===== src/rtl/shift_acc_pkg.sv =====
// Shared widths, limits and state encoding for the shift_acc accumulator.
package shift_acc_pkg;

  localparam int DATA_W    = 8;
  localparam int SHIFT_W   = 5;
  localparam int SUM_W     = 34;
  localparam int CNT_W     = 6;
  localparam int MAX_SHIFT = 26;

  typedef enum logic [1:0] {
    IDLE,
    ACC,
    HOLD
  } state_t;

endpackage


===== src/rtl/shift_acc_shifter.sv =====
// Barrel shifter: zero-extends an 8-bit operand to 34 bits and shifts it left.
// Any bit that would land above bit 33 is dropped.
module shift_acc_shifter
  import shift_acc_pkg::*;
(
  input  logic [DATA_W-1:0]  data,
  input  logic [SHIFT_W-1:0] shift,
  output logic [SUM_W-1:0]   aligned
);

  assign aligned = SUM_W'(data) << shift;

endmodule


===== src/rtl/shift_acc.sv =====
// Frame accumulator: aligns each beat through the shifter, sums it into a
// 34-bit register, and holds the frame result behind a valid/ready handshake.
module shift_acc
  import shift_acc_pkg::*;
(
  input  logic               clk,
  input  logic               rst,
  input  logic               in_valid,
  output logic               in_ready,
  input  logic [DATA_W-1:0]  in_data,
  input  logic [SHIFT_W-1:0] in_shift,
  input  logic               in_last,
  output logic               out_valid,
  input  logic               out_ready,
  output logic [SUM_W-1:0]   out_sum,
  output logic [CNT_W-1:0]   out_count,
  output logic               out_ovf,
  output logic               out_trunc
);

  state_t             state, state_next;
  logic [SUM_W-1:0]   acc;
  logic [CNT_W-1:0]   count;
  logic               ovf;
  logic               trunc;
  logic [SUM_W-1:0]   aligned;
  logic [SUM_W:0]     add_full;
  logic [CNT_W-1:0]   count_inc;
  logic [CNT_W-1:0]   drop_pos;
  logic               trunc_now;
  logic               accept;

  shift_acc_shifter u_shifter (
    .data    (in_data),
    .shift   (in_shift),
    .aligned (aligned)
  );

  assign in_ready  = (state != HOLD);
  assign out_valid = (state == HOLD);
  assign accept    = in_valid && in_ready;

  // Operand bits at positions >= drop_pos end up above bit 33 after the shift.
  assign drop_pos  = CNT_W'(SUM_W) - CNT_W'(in_shift);
  assign trunc_now = (in_shift > SHIFT_W'(MAX_SHIFT)) && ((in_data >> drop_pos) != '0);

  assign add_full  = {1'b0, acc} + {1'b0, aligned};
  assign count_inc = (count == '1) ? count : count + CNT_W'(1);

  always_comb begin
    state_next = state;
    case (state)
      IDLE, ACC: begin
        if (accept) state_next = in_last ? HOLD : ACC;
      end
      HOLD: begin
        if (out_ready) state_next = IDLE;
      end
      default: state_next = IDLE;
    endcase
  end

  always_ff @(posedge clk or posedge rst) begin
    if (rst) state <= IDLE;
    else     state <= state_next;
  end

  // The first beat of a frame overwrites the previous result instead of adding.
  always_ff @(posedge clk or posedge rst) begin
    if (rst) begin
      acc   <= '0;
      count <= '0;
      ovf   <= 1'b0;
      trunc <= 1'b0;
    end else if (accept) begin
      if (state == IDLE) begin
        acc   <= aligned;
        count <= CNT_W'(1);
        ovf   <= 1'b0;
        trunc <= trunc_now;
      end else begin
        acc   <= add_full[SUM_W-1:0];
        count <= count_inc;
        ovf   <= ovf | add_full[SUM_W];
        trunc <= trunc | trunc_now;
      end
    end
  end

  assign out_sum   = acc;
  assign out_count = count;
  assign out_ovf   = ovf;
  assign out_trunc = trunc;

endmodule


===== config.mk =====
export PLATFORM = sky130hd
export DESIGN_NAME = shift_acc
export DESIGN_NICKNAME = d
export VERILOG_FILES = /design/src/rtl/shift_acc_pkg.sv /design/src/rtl/shift_acc_shifter.sv /design/src/rtl/shift_acc.sv
export SDC_FILE = /design/constraint.sdc
export NUM_CORES = 1
export LEC_CHECK = 0
export ABC_AREA = 1
export BUFFER_PORTS_ARGS = -buffer_cell sky130_fd_sc_hd__buf_2
export CAP_MARGIN = 20
export CORE_ASPECT_RATIO = 0.6
export CORE_UTILIZATION = 25
export DETAILED_ROUTE_END_ITERATION = 8
export GPL_ROUTABILITY_DRIVEN = 0
export GPL_TIMING_DRIVEN = 0
export PLACE_DENSITY_LB_ADDON = 0.2
export SETUP_SLACK_MARGIN = 0.02
export SLEW_MARGIN = 20
export SYNTH_ARGS = -nofsm -noshare
export SYNTH_HDL_FRONTEND = slang
export SYNTH_SLANG_ARGS = --single-unit

===== constraint.sdc =====
create_clock -name clk -period 2.2 [get_ports clk]
set_clock_uncertainty 0.2 [all_clocks]
set_input_delay 0.66 -clock clk [delete_from_list [all_inputs] [get_ports clk]]
set_output_delay 0.66 -clock clk [all_outputs]
set_load 0.005 [all_outputs]

After elaboration in Yosys (flattened, before gate mapping)

Index checks and enable logic that the tools add are counted.

Register bits after elaboration: 44
Input bits: 18
Output and inout port bits: 44
Word-level logic and storage cells: 36

Add/sub/neg operators: 3
Magnitude comparators: 1
Equal/unequal tests: 7
Shift-type cells: 2
Mux-type cells: 9
Bitwise gates (word level): 2
Reductions and logical operators: 7

Operators by type and width:

| kind                  | number |
|---|---|
| $add A34 B34 Y35      | 1 |
| $mux W34              | 1 |
| $shl A8 B5 Y34        | 1 |
| $mux W6               | 2 |
| $reduce_bool A8 Y1    | 1 |
| $shr A8 B6 Y8         | 1 |
| $add A6 B1 Y6 const B | 1 |
| $eq A6 B6 Y1 const B  | 1 |
| $mux W2               | 3 |
| $sub A6 B5 Y6 const A | 1 |
| $gt A5 B5 Y1 const B  | 1 |
| $ne A2 B1 Y1 const B  | 2 |
| $ne A2 B2 Y1 const B  | 2 |
| $pmux W2 S2           | 1 |
| $reduce_and A2 Y1     | 2 |
| $eq A2 B1 Y1 const B  | 1 |
| $eq A2 B2 Y1 const B  | 1 |
| $logic_and A1 B1 Y1   | 2 |
| $logic_not A2 Y1      | 1 |
| $mux W1               | 2 |
| $or A1 B1 Y1          | 2 |
| $reduce_or A2 Y1      | 1 |

Longest topological paths before layout

Gate-level depths: netlist (run 1).

Depth after elaboration: 6
Depth in mapped cells: 24
Depth with buffers taken out: 23

Modules after synthesis

A second synthesis (run 1) with hierarchy kept.

Cell total of the unflattened synthesis: 925
Area, all modules: 5425.2 µm²

By module, submodules not included:

| module            | instances | cells each | area an instance (µm²) | sequential area each (µm²) |
|---|---|---|---|---|
| shift_acc         | 1         | 765        | 4653.2                 | 1101.1 |
| shift_acc_shifter | 1         | 160        | 772.0                  | 0.0 |

Worst setup path after synthesis (run 1)

No wires, ideal clock.

Kind: input -> register
From: in in_shift[0]
To: reg acc[29] (netlist: out_sum[29])
Setup time: 117 ps
Arrival: 2556 ps
Data required time: 1883 ps
Setup slack: -673 ps
Cell stages on the path: 21
Path buffers: 1
Cell sequence: buf_6 -> nor2_1 -> a21oi_1 -> nand2_1 -> nand3_1 -> nand3_1 -> nand3_1 -> inv_1 -> ha_1 -> nand2_1 -> inv_1 -> a21oi_2 -> nor2_1 -> nor2_1 -> o21ai_2 -> nand2_1 -> nand2_1 -> nand2_1 -> nand3_1 -> nand2_1 -> nand2_1

Cells in the longest elaborated chain, start to end: 3

Ends and longest elaborated chain:

| what                 | RTL line                | RTL |
|---|---|---|
| start, declared      | shift_acc.sv:11         | `input logic [SHIFT_W-1:0] in_shift,` |
| $shl A8 B5 Y34 (*)   | shift_acc_shifter.sv:11 | `assign aligned = SUM_W'(data) << shift;` |
| $add A34 B34 Y35     | shift_acc.sv:47         | `assign add_full = {1'b0, acc} + {1'b0, aligned};` |
| $mux W34 (*)         | shift_acc.sv:76         | `if (state == IDLE) begin` |
| end signal, assigned | shift_acc.sv:77         | `acc <= aligned;` |
| end signal, assigned | shift_acc.sv:82         | `acc <= add_full[SUM_W-1:0];` |
| end, declared        | shift_acc.sv:22         | `logic [SUM_W-1:0] acc;` |

Every way passes the cells marked *; elsewhere a longest branch is shown, timed or not.
A chain may end at the register's enable or synchronous reset.

Final worst setup path (run 1)

From: in in_shift[0]
To: reg acc[21] (netlist: out_sum[21])

The elaborated chain is that of the path after synthesis.

==> flow_metrics.tcl, run 1 <==
set metrics [dict create \
    outcome "complete, but fails checks" \
    violations_in_the_final_reports "negative setup slack" \
    num_antenna_cells 0 \
    synthToLayoutAreaGrowth_pct 60.32 \
    worst-slew-pin-transition_ns 0.8530 \
    synth.net_count 976 \
    die-width_um 190.2 \
    hold_ws_ns 0.2287 \
    switching_power_mw 2.788 \
    grt_pass1_vias 5986 \
    initial_utilization_pct 26.02 \
    antenna_found_initial 0 \
    post_synth_most_frequent_cells "319 x nand2_1, 138 x inv_1, 79 x nand3_1" \
    clock_latency_ns 0.31 \
    report.final.hold_viol_count 0 \
    ff2ff_setup_slack_ns -0.08 \
    power.leakage_nw 4.262 \
    drtIter0Drc 558 \
    nFillCells 2101 \
    totalPowerFinal_mw 5.756 \
    max-slew-margin-rel_pct 43.13 \
    setup_violations 34 \
    clock_sink_count 44 \
    number_of_enable_type_register_cells_in_the_synthesized_netlist 0 \
    portBuffers 60 \
    grt_first_pass_wirelength_mm 35.29 \
    grt_setup_unrepaired "true" \
    power.sequential.fraction_pct 22.2 \
    core_area_mm2 0.02042 \
    ctsRootBufferMaster "clkbuf_16" \
    drt-met1-wl_mm 12.02 \
    worst-setup-path-type "input port to flop" \
    finalSetupTns_ns -22.46 \
    dp_hpwl_mm 17.88 \
    routed-wl-met2_mm 8.688 \
    cts.path.max_buffers 2 \
    cts-hold-fix-buffers 0 \
    ys.flop_type "dfrtp_1" \
    avgRoutedWirePerCell_um 18.27 \
    final_critical_period_ns 3.015 \
    power.combinational.fraction_pct 61.8 \
    clk_pin_slew_ns 0.08 \
    power_per_cell_area_mw_per_mm2 675.9 \
    power_switching_share_pct 48.44 \
    detailroute.via_count 6510 \
    yosys_register_bits 44 \
    final_nets 1084 \
    critical_path.endpoint_type "flop" \
    max-vdd-ir-drop_v 0.0003927 \
    synth_top_area_share_pct 22.54 \
    critPathRequiredTime_ns 2.21 \
    yosysMostFrequentCell "nand2_1" \
    met3WireLength_mm 2.805 \
    gr-usage-all-layers_pct 21.67 \
    rows 40 \
    max-cap-violations 0 \
    post-route-drc-count 0 \
    synth.avg_cell_area_um2 5.775 \
    synth_area_leader_cell "nand2_1" \
    cellInternalPower_mw 2.968 \
    clkPwrFrac_pct 16.0 \
    htree_num_levels 2 \
    setup_slack_ns -0.8152 \
    grt_remaining_overflow 0 \
    holdCritPathClass "input port to asynchronous set/reset pin" \
    post-route-period-util_pct 137.1 \
    fp.dieArea_mm2 0.02186 \
    tritoncts.num_buffers 5 \
    startpoint "in_shift[0]" \
    final_antenna_violating_net_count 0 \
    highest_layer "met4" \
    synth.yosys.warnings 0 \
    timing.rr.end "out_sum[26]" \
    timing.reg2reg.worst_path_depth 12 \
    cp_max_fo 5 \
    postPlaceCellArea_mm2 0.006409 \
    synth_sequential_area_ratio_pct 20.73 \
    post_layout_instance_area_mm2 0.008517 \
    floorplan.die.height_um 114.9 \
    synthesis.area_mm2 0.005313 \
    r2r-start "out_sum[0]" \
    synthArstFlopShare_pct 100.0 \
    clock_tree_from_tritoncts "built" \
    report.final.slew_viol_count 0 \
    drt_wl_total_mm 23.79 \
    drive_above_1_share_pct 47.52 \
    routed_via_density 5.000 \
    yosys.cell_types.count 40 \
    crit_path_start_kind "input port" \
    drt_first_pass_iters 6 \
    post_synth_main_area_contributors "nand2_1 23%, dfrtp_1 21%, inv_1 9.8%" \
    cp-endpoint "out_sum[21]" \
    postLayoutCoreUtil_pct 41.71 \
    cp.arrival_ns 3.02 \
    cells_after_synth 920 \
    clock.fmax_ghz 0.3317 \
    num_io_pins 62 \
    pin_count_of_the_biggest_net_entering_global_routing 45 \
]
-- metal layers --
layer / GRT usage [%] / up-vias
met2: 27.42 / 288
met4: 3.520 / 0
li1: - / 3145
met3: 7.753 / 26
met1: 33.91 / 3051
met5: 0 / -
-- through the flow --
stage | setup WS, ns | cells
after detailed placement | -1.510 | 1253
after global routing | -0.9095 | 1302
after CTS | -0.7629 | 1285
after floorplan | -0.5870 | 920
after global placement | -1.543 | 1253
final | -0.8152 | 1302
-- layout by cell type (no fill, tap or decap), drive strengths merged --
cell type	instances
clkinvlp	1
a211oi	1
nand4	3
nor4	1
o21bai	2
and2	1
ha	37
a21oi	69
fa	1
o21ai	62
a31oi	1
clkbuf	10
a21o	1
nand2	333
clkinv	1
o31ai	1
nor3	9
xnor2	1
nor2	76
xor2	12
o211ai	2
a22o	1
inv	150
dfrtp	44
nand3	88
bufinv	1
or2	1
o221a	1
buf	116
o21a	2
-- sequential cells by signal, summed over array words and instances (netlist names) --
signal	count
out_trunc	1
out_count	6
out_sum	34
out_ovf	1
state	2
-- worst max-delay path: stages --
cell and delay, ns:
buf_12 0.11, buf_16 0.13, nand2_4 0.06, inv_4 0.04
a21oi_4 0.14, nand2_2 0.12, nand3_4 0.10, o21ai_4 0.10
nand2_2 0.09, inv_4 0.05, ha_4 0.31, nand2_4 0.06
buf_6 0.12, nor2_4 0.14, nand3_2 0.11, o21ai_4 0.23
nand2_2 0.13, nand3_1 0.09, nand3_1 0.08, nand2_1 0.10
nand2_1 0.05
-- cells by family after synthesis --
family,count (synthesis),share of synthesized area [%]
adders and majority gates,38,9.091
DFF,44,20.73
buffers and inverters,170,12.65
xor gates and xnor gates,13,2.143
AOI/OAI and AO/OA,143,14.67
and+or+nand+nor,512,40.72
-- how the worst min path moves through the flow --
stage | start | depth (start not counted) | end | slack [ns]
2_1_floorplan | state[1] | 1 | state[0] | 0.25
3_3_place_gp | state[1] | 1 | state[0] | 0.27
3_5_place_dp | state[1] | 1 | state[0] | 0.29
4_1_cts | rst | 2 | out_sum[20] | 0.27
5_1_grt | rst | 2 | out_sum[20] | 0.29
6_report | rst | 2 | out_sum[20] | 0.23
-- power by group through the flow --
stage               clock network (mW)  logic, mW  registers [mW]
floorplan                            0       1.75            1.25
global placement                     0       2.57            1.28
detailed placement                   0       2.58            1.28
CTS                              0.956       3.12            1.28
global route                     0.990       3.85            1.31
finish                           0.923       3.56            1.28
-- what timing repair did --
| action | in CTS | in global routing |
|---|---|---|
| setup buffers | 23 | 18 |
| endpoints found under the hold margin | 0 | 0 |
| endpoints found under the setup margin | 34 | 35 |
| pin swaps | 58 | 84 |
| cloned | 1 | 0 |
| gates resized for setup | 236 | 169 |
-- layout make-up --
type / count / area, um^2 / area share, %
repair buffers: 101 / 696.9 / 8.183
clock buffers: 6 / 128.9 / 1.513
clock inverters: 2 / 35.03 / 0.4113
inverters: 151 / 609.3 / 7.154
flip-flops and latches: 44 / 1101 / 12.93
multi-input cells: 706 / 5460 / 64.11
plain buffers: 19 / 143.9 / 1.689
well taps: 273 / 341.6 / 4.011
Power figures use the tool's default switching activity.
==> run 2, diff against run 1 <==
--- a/config.mk
+++ b/config.mk
@@ -8,6 +8,8 @@
 export ABC_AREA = 1
 export BUFFER_PORTS_ARGS = -buffer_cell sky130_fd_sc_hd__buf_2
 export CAP_MARGIN = 20
+export CELL_PAD_IN_SITES_DETAIL_PLACEMENT = 1
+export CELL_PAD_IN_SITES_GLOBAL_PLACEMENT = 2
 export CORE_ASPECT_RATIO = 0.6
 export CORE_UTILIZATION = 25
 export DETAILED_ROUTE_END_ITERATION = 8
==> run 2 against run 1 <==
The run still ends with negative setup slack left. Utilization down 1.8 points. Sequential cell count unchanged. First-iteration DRC count down 40%. Critical path type unchanged. Die area unchanged. Count of clock-buffer cells in the layout down 1.
==> flow_metrics.tcl, run 2 (synthesized netlist as in run 1, its figures left out) <==
set metrics [dict create \
    worst-slew-pin-transition_ns 0.9536 \
    grt_remaining_overflow 0 \
    worst-setup-path-type "input port to flop" \
    number_of_flip_flops_in_the_largest_register 34 \
    postPlaceCellArea_mm2 0.006409 \
    post_layout_instance_area_mm2 0.008142 \
    finish.cell_count_without_fillers 1294 \
    clock_latency_ns 0.32 \
    drive_above_1_share_pct 42.90 \
    tritoncts.num_buffers 5 \
    cp_max_fo 8 \
    post-route-drc-count 0 \
    post-route-period-util_pct 141.4 \
    ctsRootBufferMaster "clkbuf_16" \
    final_critical_period_ns 3.111 \
    drt_first_pass_iters 5 \
    cp.arrival_ns 3.10 \
    holdCritPathClass "input port to asynchronous set/reset pin" \
    clk_pin_slew_ns 0.08 \
    clock_tree_from_tritoncts "built" \
    htree_num_levels 2 \
    dp_hpwl_mm 20.12 \
    max-slew-margin-rel_pct 36.43 \
    power.leakage_nw 4.154 \
    leading_cell_types_in_the_layout_fill_and_taps_excluded "225 x nand2_1, 113 x inv_1, 74 x nand2_2" \
    gr-usage-all-layers_pct 24.02 \
    outcome "complete, but fails checks" \
    critical_path.endpoint_type "flop" \
    grt_busiest_layer "met1" \
    violations_in_the_final_reports "negative setup slack" \
    power_per_cell_area_mw_per_mm2 698.0 \
    drt_wl_total_mm 25.45 \
    num_io_pins 62 \
    crit_path_start_kind "input port" \
    grt_pass1_vias 6187 \
    global_route.usage.met2_pct 31.73 \
    place_inst 1253 \
    core_area_mm2 0.02042 \
    num_antenna_cells 0 \
    layout.cells.most_common "nand2_1" \
    final_nets 1076 \
    report.final.slew_viol_count 0 \
    routed_via_density 4.827 \
    floorplan.die.height_um 114.9 \
    global_route_met3_usage_pct 5.891 \
    grt_first_pass_wirelength_mm 38.38 \
    cts-hold-fix-buffers 0 \
    clock_sink_count 44 \
    portBuffers 60 \
    pin_count_of_the_biggest_net_entering_global_routing 45 \
    critPathRequiredTime_ns 2.19 \
    avgRoutedWirePerCell_um 19.67 \
    initial_utilization_pct 26.02 \
    antenna_found_initial 0 \
    setup_slack_ns -0.9109 \
    setup_violations 34 \
    final_antenna_violating_net_count 0 \
    max-vdd-ir-drop_v 0.0003302 \
    detailroute.via_count 6246 \
    max-cap-violations 0 \
    totalPowerFinal_mw 5.683 \
    gr-usage-met1_pct 38.23 \
    clock.fmax_ghz 0.3215 \
    synthToLayoutAreaGrowth_pct 53.25 \
    postLayoutCoreUtil_pct 39.87 \
    fp.dieArea_mm2 0.02186 \
    grt_setup_unrepaired "true" \
    rows 40 \
    die-width_um 190.2 \
    cts.path.max_buffers 2 \
    report.final.hold_viol_count 0 \
    drtIter0Drc 336 \
]
[run 2: changes by cell type in the layout (fill, tap and decap cells not counted), sizes merged]
cell,change
clkbuf,-1
inv,+2
clkinv,-1
buf,-8
[run 2: timing repair]
item	4_1_cts	5_1_grt
endpoints found under the setup margin	34	35
setup buffers	22	10
pin swaps	66	63
gates cloned	1	0
gates resized for setup	237	86
[run 2: power breakdown]
group | internal, mW | switching [mW]
Clock | 0.543 | 0.422
Sequential | 1.01 | 0.276
Combinational | 1.36 | 2.08
[run 2: final timing paths]
check                           depth (start not counted)          end  slack [ns]        start
worst max-delay path                                   18  out_sum[14]       -0.91  in_shift[0]
worst min-delay path                                    2  out_sum[32]        0.23          rst
worst max register to register                          7  out_sum[15]       -0.17     state[1]
worst min register to register                          1     state[0]        0.28     state[1]
max in group asynchronous                               2  out_sum[21]        1.12          rst
min in group clk                                        1     state[0]        0.28     state[1]
[run 2: through the flow]
step,setup slack (ns),setup TNS [ns],hold slack [ns]
6_report,-0.9109,-24.08,0.2316
5_1_grt,-1.010,-28.04,0.2925
4_1_cts,-0.8301,-21.54,0.2506
3_5_place_dp,-1.621,-41.42,0.2691
3_3_place_gp,-1.623,-71.32,0.2704
2_1_floorplan,-0.5870,-16.00,0.2532
[run 2: final cells by class]
class / instances / area, um^2
clock buffer: 5 / 125.1
timing repair buffer: 93 / 594.3
sequential: 44 / 1101
fill: 2574 / 12280
inverter: 151 / 595.6
tap: 273 / 341.6
clock inverter: 3 / 46.29
buffer: 19 / 132.6
multi-input combinational: 706 / 5205
[run 2: layer usage]
metal	share of wire (%)	wire, um
met5	0	0
met4	0.83	212
met3	6.0	1530
met2	37	9429
met1	56	14280
[run 2: worst max-delay path, cell delays in order]
cell and delay, ns:
buf_12 0.11, buf_12 0.14, inv_16 0.08, a21oi_2 0.07, nand2_2 0.10, nand2_2 0.08
o21ai_4 0.29, nand2_1 0.11, inv_2 0.13, ha_4 0.25, a21o_1 0.18, nand2_1 0.08
nand2_2 0.07, a21oi_2 0.17, nand2_4 0.12, xor2_1 0.16, o21ai_1 0.21, nand2_1 0.07
